## src/rtl/cond_unit.sv

```systemverilog
// ARM-style condition unit: gates instruction controls on committed NZCV flags
// and tracks in-flight flag writers in a small FIFO. Optional macro: COND_UNIT_BYPASS_EN.
module cond_unit #(
    parameter int CTRL_W = 3,
    parameter int DEPTH  = 4
) (
    input  logic                     clk,
    input  logic                     reset,
    input  logic                     in_valid,
    output logic                     in_ready,
    input  logic [3:0]               cond,
    input  logic [1:0]               flag_w,
    input  logic [CTRL_W-1:0]        ctrl_in,
    input  logic                     flag_valid,
    input  logic [3:0]               alu_flags,
    output logic                     out_valid,
    output logic [CTRL_W-1:0]        ctrl_out,
    output logic                     cond_ex,
    output logic [3:0]               flags,
    output logic                     stall,
    output logic [$clog2(DEPTH):0]   pend_cnt,
    output logic                     flag_err
);

    localparam int AW = $clog2(DEPTH);
    localparam int CW = AW + 1;
    localparam logic [CW-1:0] FULL_CNT = CW'(DEPTH);
    localparam logic [CW-1:0] ONE_CNT  = CW'(1);
    localparam logic [CW-1:0] ZERO_CNT = CW'(0);

    // Flags are packed {N,Z,C,V}; 4'hF is the reserved never-execute code.
    function automatic logic cond_pass(input logic [3:0] c, input logic [3:0] f);
        logic n, z, cy, v;
        logic res;
        n  = f[3];
        z  = f[2];
        cy = f[1];
        v  = f[0];
        case (c)
            4'h0:    res = z;
            4'h1:    res = ~z;
            4'h2:    res = cy;
            4'h3:    res = ~cy;
            4'h4:    res = n;
            4'h5:    res = ~n;
            4'h6:    res = v;
            4'h7:    res = ~v;
            4'h8:    res = cy & ~z;
            4'h9:    res = ~cy | z;
            4'hA:    res = (n == v);
            4'hB:    res = (n != v);
            4'hC:    res = ~z & (n == v);
            4'hD:    res = z | (n != v);
            4'hE:    res = 1'b1;
            default: res = 1'b0;
        endcase
        return res;
    endfunction

    logic [3:0]        flags_q, flags_d;
    logic [1:0]        mem_q [DEPTH];
    logic [AW-1:0]     wr_ptr_q, wr_ptr_d;
    logic [AW-1:0]     rd_ptr_q, rd_ptr_d;
    logic [CW-1:0]     cnt_q, cnt_d;
    logic              flag_err_q, flag_err_d;
    logic              out_valid_q, out_valid_d;
    logic              cond_ex_q, cond_ex_d;
    logic [CTRL_W-1:0] ctrl_out_q, ctrl_out_d;

    logic [1:0]        head_s;
    logic              pop_s;
    logic              push_s;
    logic              accept_s;
    logic              hazard_s;
    logic              full_s;
    logic              bypass_s;
    logic              cond_pass_s;
    logic [3:0]        flags_nxt_s;
    logic [3:0]        eval_flags_s;

    assign head_s = mem_q[rd_ptr_q];
    assign pop_s  = flag_valid & (cnt_q != ZERO_CNT);

    // Committed flags after this cycle's ALU result retires (if any).
    always_comb begin
        flags_nxt_s = flags_q;
        if (pop_s) begin
            if (head_s[1]) begin
                flags_nxt_s[3:2] = alu_flags[3:2];
            end else begin
                flags_nxt_s[3:2] = flags_q[3:2];
            end
            if (head_s[0]) begin
                flags_nxt_s[1:0] = alu_flags[1:0];
            end else begin
                flags_nxt_s[1:0] = flags_q[1:0];
            end
        end else begin
            flags_nxt_s = flags_q;
        end
    end

`ifdef COND_UNIT_BYPASS_EN
    // The last outstanding writer retiring this cycle clears the hazard; evaluate on its result.
    assign bypass_s     = (cnt_q == ONE_CNT) & flag_valid;
    assign eval_flags_s = flags_nxt_s;
`else
    assign bypass_s     = 1'b0;
    assign eval_flags_s = flags_q;
`endif

    assign hazard_s    = (cond != 4'hE) & (cnt_q != ZERO_CNT) & ~bypass_s;
    assign full_s      = (flag_w != 2'b00) & (cnt_q == FULL_CNT);
    assign in_ready    = ~(hazard_s | full_s);
    assign stall       = in_valid & ~in_ready;
    assign accept_s    = in_valid & in_ready;
    assign cond_pass_s = cond_pass(cond, eval_flags_s);
    assign push_s      = accept_s & (flag_w != 2'b00) & cond_pass_s;

    // FIFO bookkeeping, flag commit and sticky underflow error.
    always_comb begin
        flags_d    = flags_nxt_s;
        wr_ptr_d   = wr_ptr_q;
        rd_ptr_d   = rd_ptr_q;
        cnt_d      = cnt_q;
        flag_err_d = flag_err_q;
        if (push_s) begin
            wr_ptr_d = wr_ptr_q + AW'(1);
        end else begin
            wr_ptr_d = wr_ptr_q;
        end
        if (pop_s) begin
            rd_ptr_d = rd_ptr_q + AW'(1);
        end else begin
            rd_ptr_d = rd_ptr_q;
        end
        case ({push_s, pop_s})
            2'b10:   cnt_d = cnt_q + ONE_CNT;
            2'b01:   cnt_d = cnt_q - ONE_CNT;
            default: cnt_d = cnt_q;
        endcase
        if (flag_valid && (cnt_q == ZERO_CNT)) begin
            flag_err_d = 1'b1;
        end else begin
            flag_err_d = flag_err_q;
        end
    end

    // Registered instruction result; dropped cycles present zeroed controls.
    always_comb begin
        out_valid_d = accept_s;
        cond_ex_d   = 1'b0;
        ctrl_out_d  = {CTRL_W{1'b0}};
        if (accept_s) begin
            cond_ex_d  = cond_pass_s;
            ctrl_out_d = ctrl_in & {CTRL_W{cond_pass_s}};
        end else begin
            cond_ex_d  = 1'b0;
            ctrl_out_d = {CTRL_W{1'b0}};
        end
    end

    // State registers.
    always_ff @(posedge clk or negedge reset) begin
        if (!reset) begin
            flags_q     <= 4'b0000;
            wr_ptr_q    <= {AW{1'b0}};
            rd_ptr_q    <= {AW{1'b0}};
            cnt_q       <= ZERO_CNT;
            flag_err_q  <= 1'b0;
            out_valid_q <= 1'b0;
            cond_ex_q   <= 1'b0;
            ctrl_out_q  <= {CTRL_W{1'b0}};
        end else begin
            flags_q     <= flags_d;
            wr_ptr_q    <= wr_ptr_d;
            rd_ptr_q    <= rd_ptr_d;
            cnt_q       <= cnt_d;
            flag_err_q  <= flag_err_d;
            out_valid_q <= out_valid_d;
            cond_ex_q   <= cond_ex_d;
            ctrl_out_q  <= ctrl_out_d;
        end
    end

    // Pending flag-write masks.
    always_ff @(posedge clk or negedge reset) begin
        if (!reset) begin
            for (int i = 0; i < DEPTH; i++) begin
                mem_q[i] <= 2'b00;
            end
        end else if (push_s) begin
            mem_q[wr_ptr_q] <= flag_w;
        end
    end

    assign flags     = flags_q;
    assign pend_cnt  = cnt_q;
    assign flag_err  = flag_err_q;
    assign out_valid = out_valid_q;
    assign cond_ex   = cond_ex_q;
    assign ctrl_out  = ctrl_out_q;

endmodule

```

## config.mk

```make
export PLATFORM = sky130hd
export DESIGN_NAME = cond_unit
export DESIGN_NICKNAME = d
export VERILOG_FILES = /design/src/rtl/cond_unit.sv
export SDC_FILE = /design/constraint.sdc
export NUM_CORES = 1
export LEC_CHECK = 0
export ABC_AREA = 1
export CORE_ASPECT_RATIO = 0.75
export CORE_UTILIZATION = 53
export CTS_CLUSTER_SIZE = 40
export DETAILED_ROUTE_END_ITERATION = 8
export DONT_BUFFER_PORTS = 1
export HOLD_SLACK_MARGIN = 0.02
export PLACE_DENSITY = 0.68
export SLEW_MARGIN = 40
export SYNTH_ARGS = -nofsm -noshare
export SYNTH_HDL_FRONTEND = slang
export SYNTH_SLANG_ARGS = --single-unit
```

## constraint.sdc

```tcl
create_clock -name clk -period 3.4 [get_ports clk]
set_clock_uncertainty 0.2 [all_clocks]
set_input_delay 0.34 -clock clk [delete_from_list [all_inputs] [get_ports clk]]
set_output_delay 0.34 -clock clk [all_outputs]
set_load 0.01 [all_outputs]
```

; Word level (Yosys, flattened, before mapping)
; Index checks and enable logic that the tools add are counted.
[word_totals]
inputBits = 17
wordCells = 79
register_bits = 25
[op_classes]
bitwise = 20
n_eq_ne = 20
reduce_logical = 9
n_addsub = 4
n_mux = 10
order_cmp = 3
[op_table]
columns = operator, n
row1 = equality test 4 bit (second input constant), 7
row2 = equality test 4 x 3 -> 1 bit (second input constant), 4
row3 = one-hot mux 1 bit (15 select lines), 1
row4 = bitwise AND 1 bit, 9
row5 = bitwise mux 8 bit, 1
row6 = equality test 4 x 2 -> 1 bit (second input constant), 2
row7 = greater-or-equal comparator 3 bit (second input constant), 2
row8 = 2-to-1 mux 2 bit, 3
row9 = NOT 2 -> 3 bit, 2
row10 = one-hot mux 3 bit (2 select lines), 1
row11 = NOT 1 bit, 5
row12 = adder 2 x 1 -> 2 bit (second input constant), 2
row13 = binary-select mux 2 bit (select 2 bit), 1
row14 = demux 2 bit (select 2 bit), 1
row15 = equality test 4 x 1 -> 1 bit (second input constant), 1
row16 = logical NOT 4 bit, 1
row17 = != test 4 bit (second input constant), 1
row18 = AND reduction 2 bit, 2
row19 = nonzero test 2 bit, 2
row20 = adder 3 x 1 -> 3 bit (second input constant), 1
row21 = bitwise AND 3 bit, 1
row22 = equality test 3 bit (second input constant), 1
row23 = logical NOT 3 bit, 1
row24 = less-than comparator 3 x 1 -> 1 bit (second input constant), 1
row25 = 10 further kinds, 13

; Depth between registers and ports, before layout
; Gate-level depths: netlist (run 1).
[depth]
depth_word = 9
ltp_mapped = 16

; Worst setup path before layout (run 1)
; OpenSTA, ideal clock, no wires.
[synth_timing]
kind = input-to-reg
start = in cond[1]
end = reg cnt_q[2] (netlist: pend_cnt[2])
setup_time_ns = 0.131
stages = 15
arrival_time_ns = 2.058
required_time_ns = 3.069
path_slack_ns = 1.011
cell_sequence = buf_2 -> inv_1 -> nand2_1 -> nand2_1 -> nand3_1 -> nand2_1 -> nor2_1 -> nand3_1 -> nand2_1 -> ha_1 -> inv_1 -> fa_1 -> a21oi_1 -> o21ai_0 -> xor2_1
[synth_between]
elab_chain_len = 9
elab_cells_between_ends = 27
[synth_rtl]
columns = item, line_no
row1 = from (decl), 11  ; input logic [3:0] cond,
row2 = != test 4 bit, 112  ; assign hazard_s = (cond != 4'hE) & (cnt_q != ZERO_CNT) & ~bypass_s;
row3 = bitwise AND 1 bit, 112
row4 = OR 1 bit, 114  ; assign in_ready = ~(hazard_s | full_s);
row5 = NOT 1 bit, 114
row6 = bitwise AND 1 bit, 116  ; assign accept_s = in_valid & in_ready;
row7 = bitwise AND 1 bit, 118  ; assign push_s = accept_s & (flag_w != 2'b00) & cond_pass_s;
row8 = bitwise AND 1 bit (*), 118
row9 = equality test 2 x 1 -> 1 bit / equality test 2 bit (equally long branches), 137  ; case ({push_s, pop_s})
row10 = one-hot mux 3 bit (2 select lines) / nonzero test 2 bit (equally long branches), --
row11 = to (signal assigned), 178  ; cnt_q <= cnt_d;
row12 = to (decl), 64  ; logic [CW-1:0] cnt_q, cnt_d;
; Every way passes the cells marked *; elsewhere a longest branch is shown, timed or not.
; A chain may end at the register's enable or synchronous reset.

; Final worst setup path (run 1)
[layout_timing]
start = reg flags_q[3] (netlist: flags[3])
end = reg cnt_q[2] (netlist: pend_cnt[2])
[layout_between]
elab_chain_len = 6
elab_cells_between_ends = 11
[layout_rtl]
columns = item, line_no
row1 = from (decl), 60  ; logic [3:0] flags_q, flags_d;
row2 = from (signal assigned), 175  ; flags_q <= flags_d;
row3 = != test 1 bit / equality test 1 bit (equally long branches), --
row4 = OR 1 bit / bitwise AND 1 bit (equally long branches), "53, 52"
row5 = one-hot mux 1 bit (15 select lines) (*), 39  ; case (c)
row6 = bitwise AND 1 bit (*), 118
row7 = equality test 2 x 1 -> 1 bit / equality test 2 bit (equally long branches), 137
row8 = one-hot mux 3 bit (2 select lines) / nonzero test 2 bit (equally long branches), --
; Marked as above.

==> results by group, run 1 <==
Run status
  • Status: complete, no violations

Layout
  • Share of cells above drive strength 1: 0.04145
  • # fillers: ~230
  • Most common cell after layout, fill and taps aside: nand2_1
  • Final #Nets: 217
  • Synth-to-Final Area Change: 12.07%
  • Finished Layout Cells: approximately 230
  • Diode count: 0
  • Final Instance Area: between 0.0015 and 0.002 mm2
  • Most frequent cells in the layout: nand2_1, inv_1, dfrtp_1

Timing
  • Achievable frequency: ~340 MHz
  • Min Tclk post-route: slightly below 3000 ps
  • Worst-margin pin slew: between 500 and 600 ps
  • Worst Hold Margin: approximately 120 ps
  • Fin. max-slew vios: 0
  • Max transition margin: 0.6311
  • # setup viols final: 0
  • Final setup margin: 417.1 ps
  • Crit share post-route: 0.8773
  • Unrepaired setup endpoints after global routing: false
  • Endpoints failing hold: 0
  • Setup TNS: 0 ps

Yosys
  • Cell variety after synth: 21
  • Largest family of logic cells by synthesized area: simple AND/OR/NAND/NOR gates
  • Number of synthesized register bits: 25
  • Simple logic cell fraction of the synthesized area: 0.3113
  • Synth Area in Adders: 0.05903
  • Post-synthesis xor/xnor area fraction: 0.01878
  • Mapped cell area: ~0.0014 mm2
  • Post-Syn Area per Cell: roughly 7.7 um2
  • Syn. warnings: 0
  • Post-synthesis mux area share: 0
  • Seq/Total Area, Yosys: 0.4472
  • Net Count, Synth: 204
  • Synth Area in Compound Gates: 0.06798
  • Cells after Synth: 181

Floorplan
  • Core area: about 0.0024 mm2
  • Die H: 46.49 um
  • FP Rows: 15
  • Initial Util: 0.5823
  • Die Wd: 61.32 um
  • Total die area: about 0.0029 mm2
  • Io pins: 32

Clock tree
  • Hold buffers post-CTS: 13
  • Worst-case clock buffer depth: 2
  • Clock root cell: clkbuf_4
  • H-tree levels: 1
  • CTS clk-pin slew, worst paths: ~130 ps
  • Num Clock Sinks: 25
  • Resize count post-CTS: 0
  • Inserted Clock Buffers: 3
  • Worst skew pair latency: a little over 300 ps
  • CTS tree: built
  • Postcts setup bufs: 0

Setup path
  • CP startpoint kind: register
  • Crit path kind: register to register
  • Setup crit end kind: register
  • Worst-path fanout max: 16
  • Required time of the critical path: 3400 ps
  • CP arrival: approximately 3000 ps

GRT
  • Initial antenna violation count: 0
  • Vias in the first global route: roughly 1100
  • Largest net degree at the start of global routing: 26
  • Grt total ovfl: 0
  • Busiest grt layer: met2
  • Tot GR Track Use: 0.2360
  • M1 GR Usage: 0.2815
  • Global-route track usage on met2: 0.4152
  • First-pass GRT wire length: around 4800 um
  • Met3 global-route usage: 0.07303

Power
  • Switching fraction of total power: 0.4391
  • Seq pwr share: 0.482
  • Clock Power Share: 0.118
  • Cell Pwr Density: ~710 mW/mm2
  • Net Sw Power: 0.4857 mW
  • Power Internal: 0.6204 mW
  • Static Leakage: about 0.83 nW
  • Comb power frac: 0.401
  • VDD IR max: 0.3937 mV

Job
  • Max Cap Viol: 0

Detailed routing
  • DR DRC count: 0
  • Drt first pass iters: 4
  • Average routed wire per standard cell: approximately 13 um
  • Post-DR vias/cell: 5.335
  • Via count: approximately 1200
  • Total Wirelength: 2868 um
  • DRT antenna net count: 0
  • 1st-iter DRT viols: 60

Placement
  • Placer Congestion: slightly below 0.8
  • Post-DP HPWL: around 2100 um
  • Port bufs: 0
  • Placed Instances: 210
  • DP Area: between 0.001 and 0.0015 mm2
  • Pre-CTS WS: about 470 ps

Hold path
  • Worst hold path type: input pin to register
## cell type report
class	instances	area (um2)	share of cell area
well taps	34	42.54	0.02713
clock buffers	4	26.28	0.01676
repair buffers	13	140.1	0.08939
inverters	25	93.84	0.05986
multi-input cells	126	639.4	0.4078
flip-flops and latches	25	625.6	0.3990
## worst max-delay path, cell delays in order, from the launching register on
cell     delay [ps]
dfrtp_1         470
inv_1           100
nand2_1         110
nand2_1          60
nand2_1          60
a21oi_1          60
nor2_1          110
nand3_1         420
nand2_1         260
ha_1            170
inv_1            60
fa_1            380
a21oi_1         150
o21ai_0         110
xor2_1          150
## flip-flops by register name, indices dropped and copies added, names as in the netlist
name       cells
cond_ex        1
out_valid      1
ctrl_out       3
flag_err       1
rd_ptr_q       2
pend_cnt       3
mem_q          8
wr_ptr_q       2
flags          4
## cell usage after synthesis
library cell   n  area (um2)
a21oi_1        7       35.03
nor2_1        24       90.09
dfrtp_1       25       625.6
fa_1           1       20.02
nand3_1       16       80.08
o21ai_2        1       8.760
buf_6          2       22.52
nand2_2        1       6.260
o21ai_0        5       25.02
a31o_2         1       8.760
xor2_1         2       17.52
nor3_1         1       5.000
inv_1         25       93.84
o32ai_1        2       17.52
nand4_1       10       62.56
nor2_4         1       11.26
nand2_1       48       180.2
xnor2_1        1       8.760
ha_1           5       62.56
buf_2          2       10.01
buf_4          1       7.510
## worst paths after layout
kind / to / slack, ps / from / depth (start not counted)
min in group asynchronous: ctrl_out[0]$_DFF_PN0_ / 230 / reset / 2
min reg2reg: mem_q[3]$_DFFE_PN0P_ / 290 / mem_q[3]$_DFFE_PN0P_ / 2
max reg2reg: pend_cnt[2]$_DFFE_PN0P_ / 420 / flags[3]$_DFFE_PN0P_ / 14
min: rd_ptr_q[0]$_DFFE_PN0P_ / 120 / flag_valid / 3
max: pend_cnt[2]$_DFFE_PN0P_ / 420 / flags[3]$_DFFE_PN0P_ / 14
max in group asynchronous: mem_q[4]$_DFFE_PN0P_ / 2620 / reset / 2
## per-stage QoR
step                      utilization  power, mW
after detailed placement       0.5833     0.9610
after global placement         0.5833     0.9430
final                          0.6526      1.106
after global routing           0.6526      1.217
after floorplan                     -     0.8764
after CTS                      0.6526      1.113
## cells by family after synthesis
logic type                 after synthesis
and+or+nand+nor                        101
AOI/OAI and AO/OA                       16
adders and majority gates                6
xor gates and xnor gates                 3
buffers and inverters                   30
DFF                                     25
## metal layers
layer  wire length [um]  vias up
li1                   -      601
met1               1262      566
met2               1375       42
met3                208        2
met4                 22        0
met5                  0        -
## power groups by stage
stage	Sequential (mW)	Combinational, mW	Clock [mW]
after detailed placement	0.538	0.423	0
after CTS	0.531	0.445	0.137
after global routing	0.551	0.521	0.145
final	0.533	0.443	0.130
after global placement	0.535	0.408	0
after floorplan	0.510	0.367	0
Note: power is estimated with default switching activity, not from simulation.
==> run 2: changes to the inputs <==
--- a/config.mk
+++ b/config.mk
@@ -7,12 +7,11 @@
 export LEC_CHECK = 0
 export ABC_AREA = 1
 export CORE_ASPECT_RATIO = 0.75
-export CORE_UTILIZATION = 53
+export CORE_UTILIZATION = 30
 export CTS_CLUSTER_SIZE = 40
 export DETAILED_ROUTE_END_ITERATION = 8
 export DONT_BUFFER_PORTS = 1
 export HOLD_SLACK_MARGIN = 0.02
-export PLACE_DENSITY = 0.68
 export SLEW_MARGIN = 40
 export SYNTH_ARGS = -nofsm -noshare
 export SYNTH_HDL_FRONTEND = slang
==> run 2 against run 1 <==
  * Power increased by 5.0%
  * Register-to-register slack improved by 410 ps
  * Combinational power increased by 1%
  * Maximum frequency increased by 16%
  * Via count decreased by 2.6%
  * First-iteration DRC count decreased by 18%
==> results by group, run 2 (synthesis gave the netlist of run 1 again) <==
GRT
  • Grt total ovfl: 0 (unchanged)
  • Initial antenna violation count: 0 (unchanged)
  • First-pass GRT wire length: 5092 um (+6.3%)
  • Vias in the first global route: 1118 (-1.6%)
  • Tot GR Track Use: 0.1395 (-0.09643)
  • Largest net degree at the start of global routing: 26 (unchanged)

Timing
  • Worst-margin pin slew: 296.5 ps (-255.3 ps)
  • Crit share post-route: 0.7555 (-0.1218)
  • Unrepaired setup endpoints after global routing: false
  • Min Tclk post-route: 2569 ps (-414.0 ps)
  • Setup TNS: 0 ps (unchanged)
  • Achievable frequency: 389.3 MHz (+16%)
  • Endpoints failing hold: 0 (unchanged)
  • Fin. max-slew vios: 0 (unchanged)
  • # setup viols final: 0 (unchanged)
  • Max transition margin: 0.8019 (+0.1708)

Layout
  • Max FFs per register: 8 (unchanged)
  • Share of cells above drive strength 1: 0.04737 (+0.005918)
  • Most common cell after layout, fill and taps aside: nand2_1
  • Diode count: 0 (unchanged)
  • Largest reg by FF count: mem_q
  • Finished Layout Cells: 247 (+8.8%)
  • Final Instance Area: 0.001583 mm2 (+0.96%)
  • Most frequent cells in the layout: nand2_1, inv_1, dfrtp_1
  • Final #Nets: 214 (-1.4%)
  • Synth-to-Final Area Change: 13.15%

Floorplan
  • Die H: 61.14 um (+32%)
  • Die Wd: 80.85 um (+32%)
  • FP Rows: 21 (+6)
  • Core area: 0.004467 mm2 (+86%)
  • Total die area: 0.004943 mm2 (+73%)
  • Io pins: 32 (unchanged)
  • Initial Util: 0.3132 (-0.2691)

Setup path
  • CP arrival: 2560 ps (-430 ps)
  • Peak per-stage delay on the critical path: 470 ps (about the same)
  • Critical Path, Cell by Cell: nor2_1 > nand2_1 > o21ai_2 > nand2_2 > nor2_4 > nand2_1 > ha_1 > inv_1 > fa_1 > o21ai_0
  • Most used cell, CP: nand2_1
  • Worst path bufs/invs: 1 (-1)
  • Worst path slowest cell: dfrtp_1
  • CP top delay family: simple AND/OR/NAND/NOR gates
  • Required time of the critical path: 3390 ps (about the same)
  • Setup crit end kind: register
  • CP startpoint kind: register
  • Crit path kind: register to register
  • Worst-path fanout max: 15 (-1)

Detailed routing
  • 1st-iter DRT viols: 49 (-18%)
  • DR DRC count: 0 (unchanged)
  • Average routed wire per standard cell: 12.45 um (-1.4%)
  • Via count: 1179 (-2.6%)
  • Post-DR vias/cell: 4.773 (-11%)
  • Total Wirelength: 3076 um (+7.3%)
  • Drt first pass iters: 4 (unchanged)
  • DRT antenna net count: 0 (unchanged)

Clock tree
  • CTS tree: built
  • CTS clk-pin slew, worst paths: 80 ps (-50 ps)
  • H-tree levels: 1 (unchanged)
  • Inserted Clock Buffers: 3 (unchanged)
  • Clock root cell: clkbuf_8
  • Worst-case clock buffer depth: 2 (unchanged)
  • Worst skew pair latency: 270 ps (-40 ps)
  • Resize count post-CTS: 0 (unchanged)
  • Num Clock Sinks: 25 (unchanged)

Placement
  • Placed Instances: 234 (+11%)
  • DP Area: 0.001438 mm2 (+2.6%)
  • Post-DP HPWL: 2353 um (+14%)
  • Port bufs: 0 (unchanged)
  • Placer Congestion: 0.8149 (+3.6%)

Power
  • VDD IR max: 0.4113 mV (+4.5%)
  • Static Leakage: 0.8269 nW (-0.50%)
  • Cell Pwr Density: 733.8 mW/mm2 (+4.0%)

Run status
  • Status: complete, no violations

Job
  • Max Cap Viol: 0 (unchanged)

Hold path
  • Worst hold path type: input pin to register
## run 2: final timing paths
path                                          from  slack, ps  cells past startpoint                       to
min in group asynchronous                    reset        300                      2     flags[0]$_DFFE_PN0P_
hold reg to reg               mem_q[4]$_DFFE_PN0P_        290                      2     mem_q[4]$_DFFE_PN0P_
hold / removal                        alu_flags[3]         30                      2     flags[3]$_DFFE_PN0P_
max in group asynchronous                    reset       2550                      2     mem_q[0]$_DFFE_PN0P_
setup reg to reg           pend_cnt[1]$_DFFE_PN0P_        830                     10  pend_cnt[1]$_DFFE_PN0P_
setup / recovery           pend_cnt[1]$_DFFE_PN0P_        830                     10  pend_cnt[1]$_DFFE_PN0P_
## run 2: power breakdown
part	internal (mW)	switching (mW)	total, mW
logic	0.170	0.278	0.449
registers	0.408	0.129	0.537
clock network	0.0838	0.0919	0.176
## run 2: metal layers
layer  vias up  wire length [um]  track usage
li1        597                 -            -
met1       542              1558       0.1852
met2        38              1213       0.2161
met3         2               290      0.05926
met4         0                14      0.02296
met5         -                 0            0
## run 2: layout make-up
| cell class | count | area (um2) |
|---|---|---|
| multi-input combinational | 126 | 639.4 |
| clock buffer | 4 | 45.04 |
| tap | 57 | 71.32 |
| sequential | 25 | 625.6 |
| timing repair buffer | 10 | 107.6 |
| fill | 473 | 2884 |
| inverter | 25 | 93.84 |
## run 2: per-stage QoR
stage                     power (mW)  hold WS, ps  setup slack, ps  utilization
after floorplan               0.8764       -155.6             1011            -
after global placement        0.9684       -155.0            871.2       0.3218
after detailed placement      0.9796       -154.9            785.1       0.3218
after CTS                      1.176        21.53            811.7       0.3499
after global routing           1.283        21.59            531.4       0.3543
final                          1.161        28.87            831.2       0.3543
## run 2: repair_timing
item	4_1_cts	5_1_grt
hold endpoints to repair	33	2
setup buffers	0	0
hold buffers	7	2
==> run 3: changes to the inputs <==
--- a/config.mk
+++ b/config.mk
@@ -5,7 +5,7 @@
 export SDC_FILE = /design/constraint.sdc
 export NUM_CORES = 1
 export LEC_CHECK = 0
-export ABC_AREA = 1
+export ABC_AREA = 0
 export CORE_ASPECT_RATIO = 0.75
 export CORE_UTILIZATION = 30
 export CTS_CLUSTER_SIZE = 40
==> constraint.sdc (replaced) <==
create_clock -name clk -period 2.54 [get_ports clk]
set_clock_uncertainty 0.2 [all_clocks]
set_input_delay 0.254 -clock clk [delete_from_list [all_inputs] [get_ports clk]]
set_output_delay 0.254 -clock clk [all_outputs]
set_load 0.01 [all_outputs]
==> run 3 against run 2 <==
  * The flow now finishes with violations (negative setup slack)
  * Critical endpoint is now pend_cnt[2]$_DFFE_PN0P_
  * Cell count down 15%
  * First-iteration DRC count grew 14%
  * Critical path type unchanged
  * Clock power is 35% higher
==> results by group, run 3 <==
Run status
  • Status: finished, violations left
  • Failing checks: negative setup slack

Placement
  • Port bufs: 0 (unchanged)
  • Post-DP HPWL: 2386 um (+1.4%)
  • Placer Congestion: 0.7980 (-2.1%)

GRT
  • First-pass GRT wire length: 5326 um (+4.6%)
  • Tot GR Track Use: 0.1484 (+0.008842)
  • Vias in the first global route: 1065 (-4.7%)
  • Largest net degree at the start of global routing: 26 (unchanged)
  • Initial antenna violation count: 0 (unchanged)
  • Grt total ovfl: 0 (unchanged)

Timing
  • Final setup margin: -135.8 ps (-966.9 ps)
  • # setup viols final: 2 (+2)
  • Worst-margin pin slew: 473.5 ps (+177.0 ps)
  • Achievable frequency: 373.7 MHz (-4.0%)
  • Worst Hold Margin: 158.6 ps (+129.8 ps)
  • Crit share post-route: 1.053 (+0.2979)
  • Endpoints failing hold: 0 (unchanged)
  • Unrepaired setup endpoints after global routing: true
  • Max transition margin: 0.6837 (-0.1181)
  • Min Tclk post-route: 2676 ps (+106.9 ps)
  • Fin. max-slew vios: 0 (unchanged)

Setup path
  • Required time of the critical path: 2540 ps (-850 ps)
  • CP startpoint kind: register
  • Crit path kind: register to register
  • CP arrival: 2680 ps (+120 ps)
  • Worst reg2reg path depth: 10 (unchanged)
  • Worst-path fanout max: 6 (-9)
  • Setup crit end kind: register

Yosys
  • Cell variety after synth: 40 (+90%)
  • Top cells by area, synth: dfrtp_1, a32o_1, ha_1, mux2_2, mux4_2
  • Post-synthesis xor/xnor area fraction: 0.05630 (+0.03752)
  • Number of synthesized register bits: 25 (unchanged)
  • Synth area leader: dfrtp_1
  • Post-synthesis mux area share: 0.09651 (+0.09651)
  • Cells after Synth: 118 (-35%)
  • Largest family of logic cells by synthesized area: compound AO/OA/AOI/OAI gates
  • Seq/Total Area, Yosys: 0.4468 (about the same)
  • Number of synthesized flops with an enable pin: 0 (unchanged)
  • Net Count, Synth: 141 (-31%)
  • Commonest cells post-synth: dfrtp_1, a32o_1, inv_1
  • Synth Area in Adders: 0.05898 (about the same)
  • Simple logic cell fraction of the synthesized area: 0.1037 (-0.2076)
  • Post-Syn Area per Cell: 11.87 um2 (+54%)
  • Syn. warnings: 0 (unchanged)
  • Synth Flop Type: dfrtp_1
  • Post-synthesis async set-or-reset flop share: 1.000 (unchanged)
  • Post-synth top area share: 0.4468 (about the same)
  • Mapped cell area: 0.001400 mm2 (about the same)
  • Synth Area in Compound Gates: 0.1930 (+0.1251)
  • Most instantiated library cell after synthesis: dfrtp_1

Floorplan
  • FP Rows: 21 (unchanged)
  • Initial Util: 0.3134 (about the same)
  • Die Wd: 80.89 um (about the same)
  • Die H: 61.16 um (about the same)
  • Io pins: 32 (unchanged)
  • Total die area: 0.004947 mm2 (about the same)
  • Core area: 0.004467 mm2 (unchanged)

Power
  • VDD IR max: 0.4104 mV (-0.22%)
  • Switching fraction of total power: 0.3695 (-0.06021)
  • Seq pwr share: 0.385 (-0.077)
  • Net Sw Power: 0.6798 mW (+36%)
  • Clock Power Share: 0.129 (-0.022)
  • Comb power frac: 0.486 (+0.100)
  • Power Internal: 1.160 mW (+75%)
  • Static Leakage: 0.8204 nW (-0.78%)
  • Cell Pwr Density: 1015 mW/mm2 (+38%)

Layout
  • Final #Nets: 177 (-17%)
  • Share of cells above drive strength 1: 0.2876 (+0.2402)
  • Diode count: 0 (unchanged)
  • # fillers: 428 (-9.5%)
  • Synth-to-Final Area Change: 29.40%
  • Max FFs per register: 8 (unchanged)
  • Most frequent cells in the layout: dfrtp_1, buf_4, dlygate4sd3_1
  • End-of-flow core utilization: 0.4056 (+0.05126)
  • Most common cell after layout, fill and taps aside: dfrtp_1
  • Largest reg by FF count: mem_q

Clock tree
  • Inserted Clock Buffers: 3 (unchanged)
  • Num Clock Sinks: 25 (unchanged)
  • H-tree levels: 1 (unchanged)
  • Worst-case clock buffer depth: 2 (unchanged)
  • CTS clk-pin slew, worst paths: 80 ps (about the same)
  • Worst skew pair latency: 270 ps (about the same)
  • Clock root cell: clkbuf_8
  • CTS tree: built

Job
  • Max Cap Viol: 0 (unchanged)

Detailed routing
  • Via count: 1080 (-8.4%)
  • Average routed wire per standard cell: 15.70 um (+26%)
  • Total Wirelength: 3298 um (+7.2%)
  • Post-DR vias/cell: 5.143 (+7.7%)
  • Drt first pass iters: 4 (unchanged)
  • 1st-iter DRT viols: 56 (+14%)
  • DRT antenna net count: 0 (unchanged)
  • DR DRC count: 0 (unchanged)

Hold path
  • Worst hold path type: input pin to register
  • Min-Delay Path Depth: 3 (+1)
## run 3: kinds of logic after synthesis
group,count (synthesis)
buf+inv,12
simple gates,26
mux,10
xor+xnor,9
fa+ha+maj,6
flops,25
compound gates,30
## run 3: what timing repair did
item,in CTS,in global routing
endpoints found under the setup margin,2,2
setup buffers,4,3
hold buffers,13,0
cloned,0,0
pin swaps,4,1
hold endpoints to repair,42,0
resized for setup,0,3
## run 3: worst paths after layout
check / from / to / slack (ps)
worst max-delay path: flags[2]$_DFFE_PN0P_ / pend_cnt[2]$_DFFE_PN0P_ / -140
worst min-delay path: cond[1] / cond_ex$_DFF_PN0_ / 160
worst max register to register: flags[2]$_DFFE_PN0P_ / pend_cnt[2]$_DFFE_PN0P_ / -140
worst min register to register: mem_q[6]$_DFFE_PN0P_ / mem_q[6]$_DFFE_PN0P_ / 300
max in group asynchronous: reset / flags[2]$_DFFE_PN0P_ / 1750
min in group asynchronous: reset / wr_ptr_q[1]$_DFFE_PN0P_ / 230
## run 3: critical path, stage by stage (launching register included)
cell and delay, ps:
dfrtp_2 450, mux2i_1 160, o22ai_2 120, a221o_2 400, o31ai_4 280, ha_2 230
inv_2 40, fa_2 320, xor2_1 150, nor2_1 110, xor2_1 150
## run 3: cell type report
cell class | count | area, um2 | area share
sequential | 25 | 628.1 | 0.3467
inverter | 8 | 30.03 | 0.01657
clock buffer | 4 | 45.04 | 0.02486
tap | 57 | 71.32 | 0.03936
multi-input combinational | 81 | 732.0 | 0.4040
timing repair buffer | 35 | 305.3 | 0.1685
## run 3: layer usage
metal,routed length [um],GRT usage
met5,0,0
met1,1512,0.1898
met2,1489,0.2329
met4,34,0.05102
met3,262,0.05630
## run 3: metrics by stage
| step | instances | setup WS, ps | area (um2) | TNS, ps | total power [mW] |
|---|---|---|---|---|---|
| after floorplan | 118 | -123.9 | 1414 | -133.6 | 1.250 |
| after global placement | 186 | -77.43 | 1565 | -77.43 | 1.482 |
| after detailed placement | 186 | -103.7 | 1565 | -103.7 | 1.510 |
| after CTS | 207 | -109.7 | 1780 | -121.0 | 1.814 |
| after global routing | 210 | -298.0 | 1812 | -440.5 | 1.977 |
| final | 210 | -135.8 | 1812 | -174.0 | 1.840 |
## run 3: power groups by stage
stage	registers (mW)	clock network, mW	logic [mW]
3_3_place_gp	0.720	0	0.762
5_1_grt	0.733	0.257	0.987
4_1_cts	0.715	0.245	0.853
3_5_place_dp	0.727	0	0.783
6_report	0.708	0.238	0.894
2_1_floorplan	0.733	0	0.517
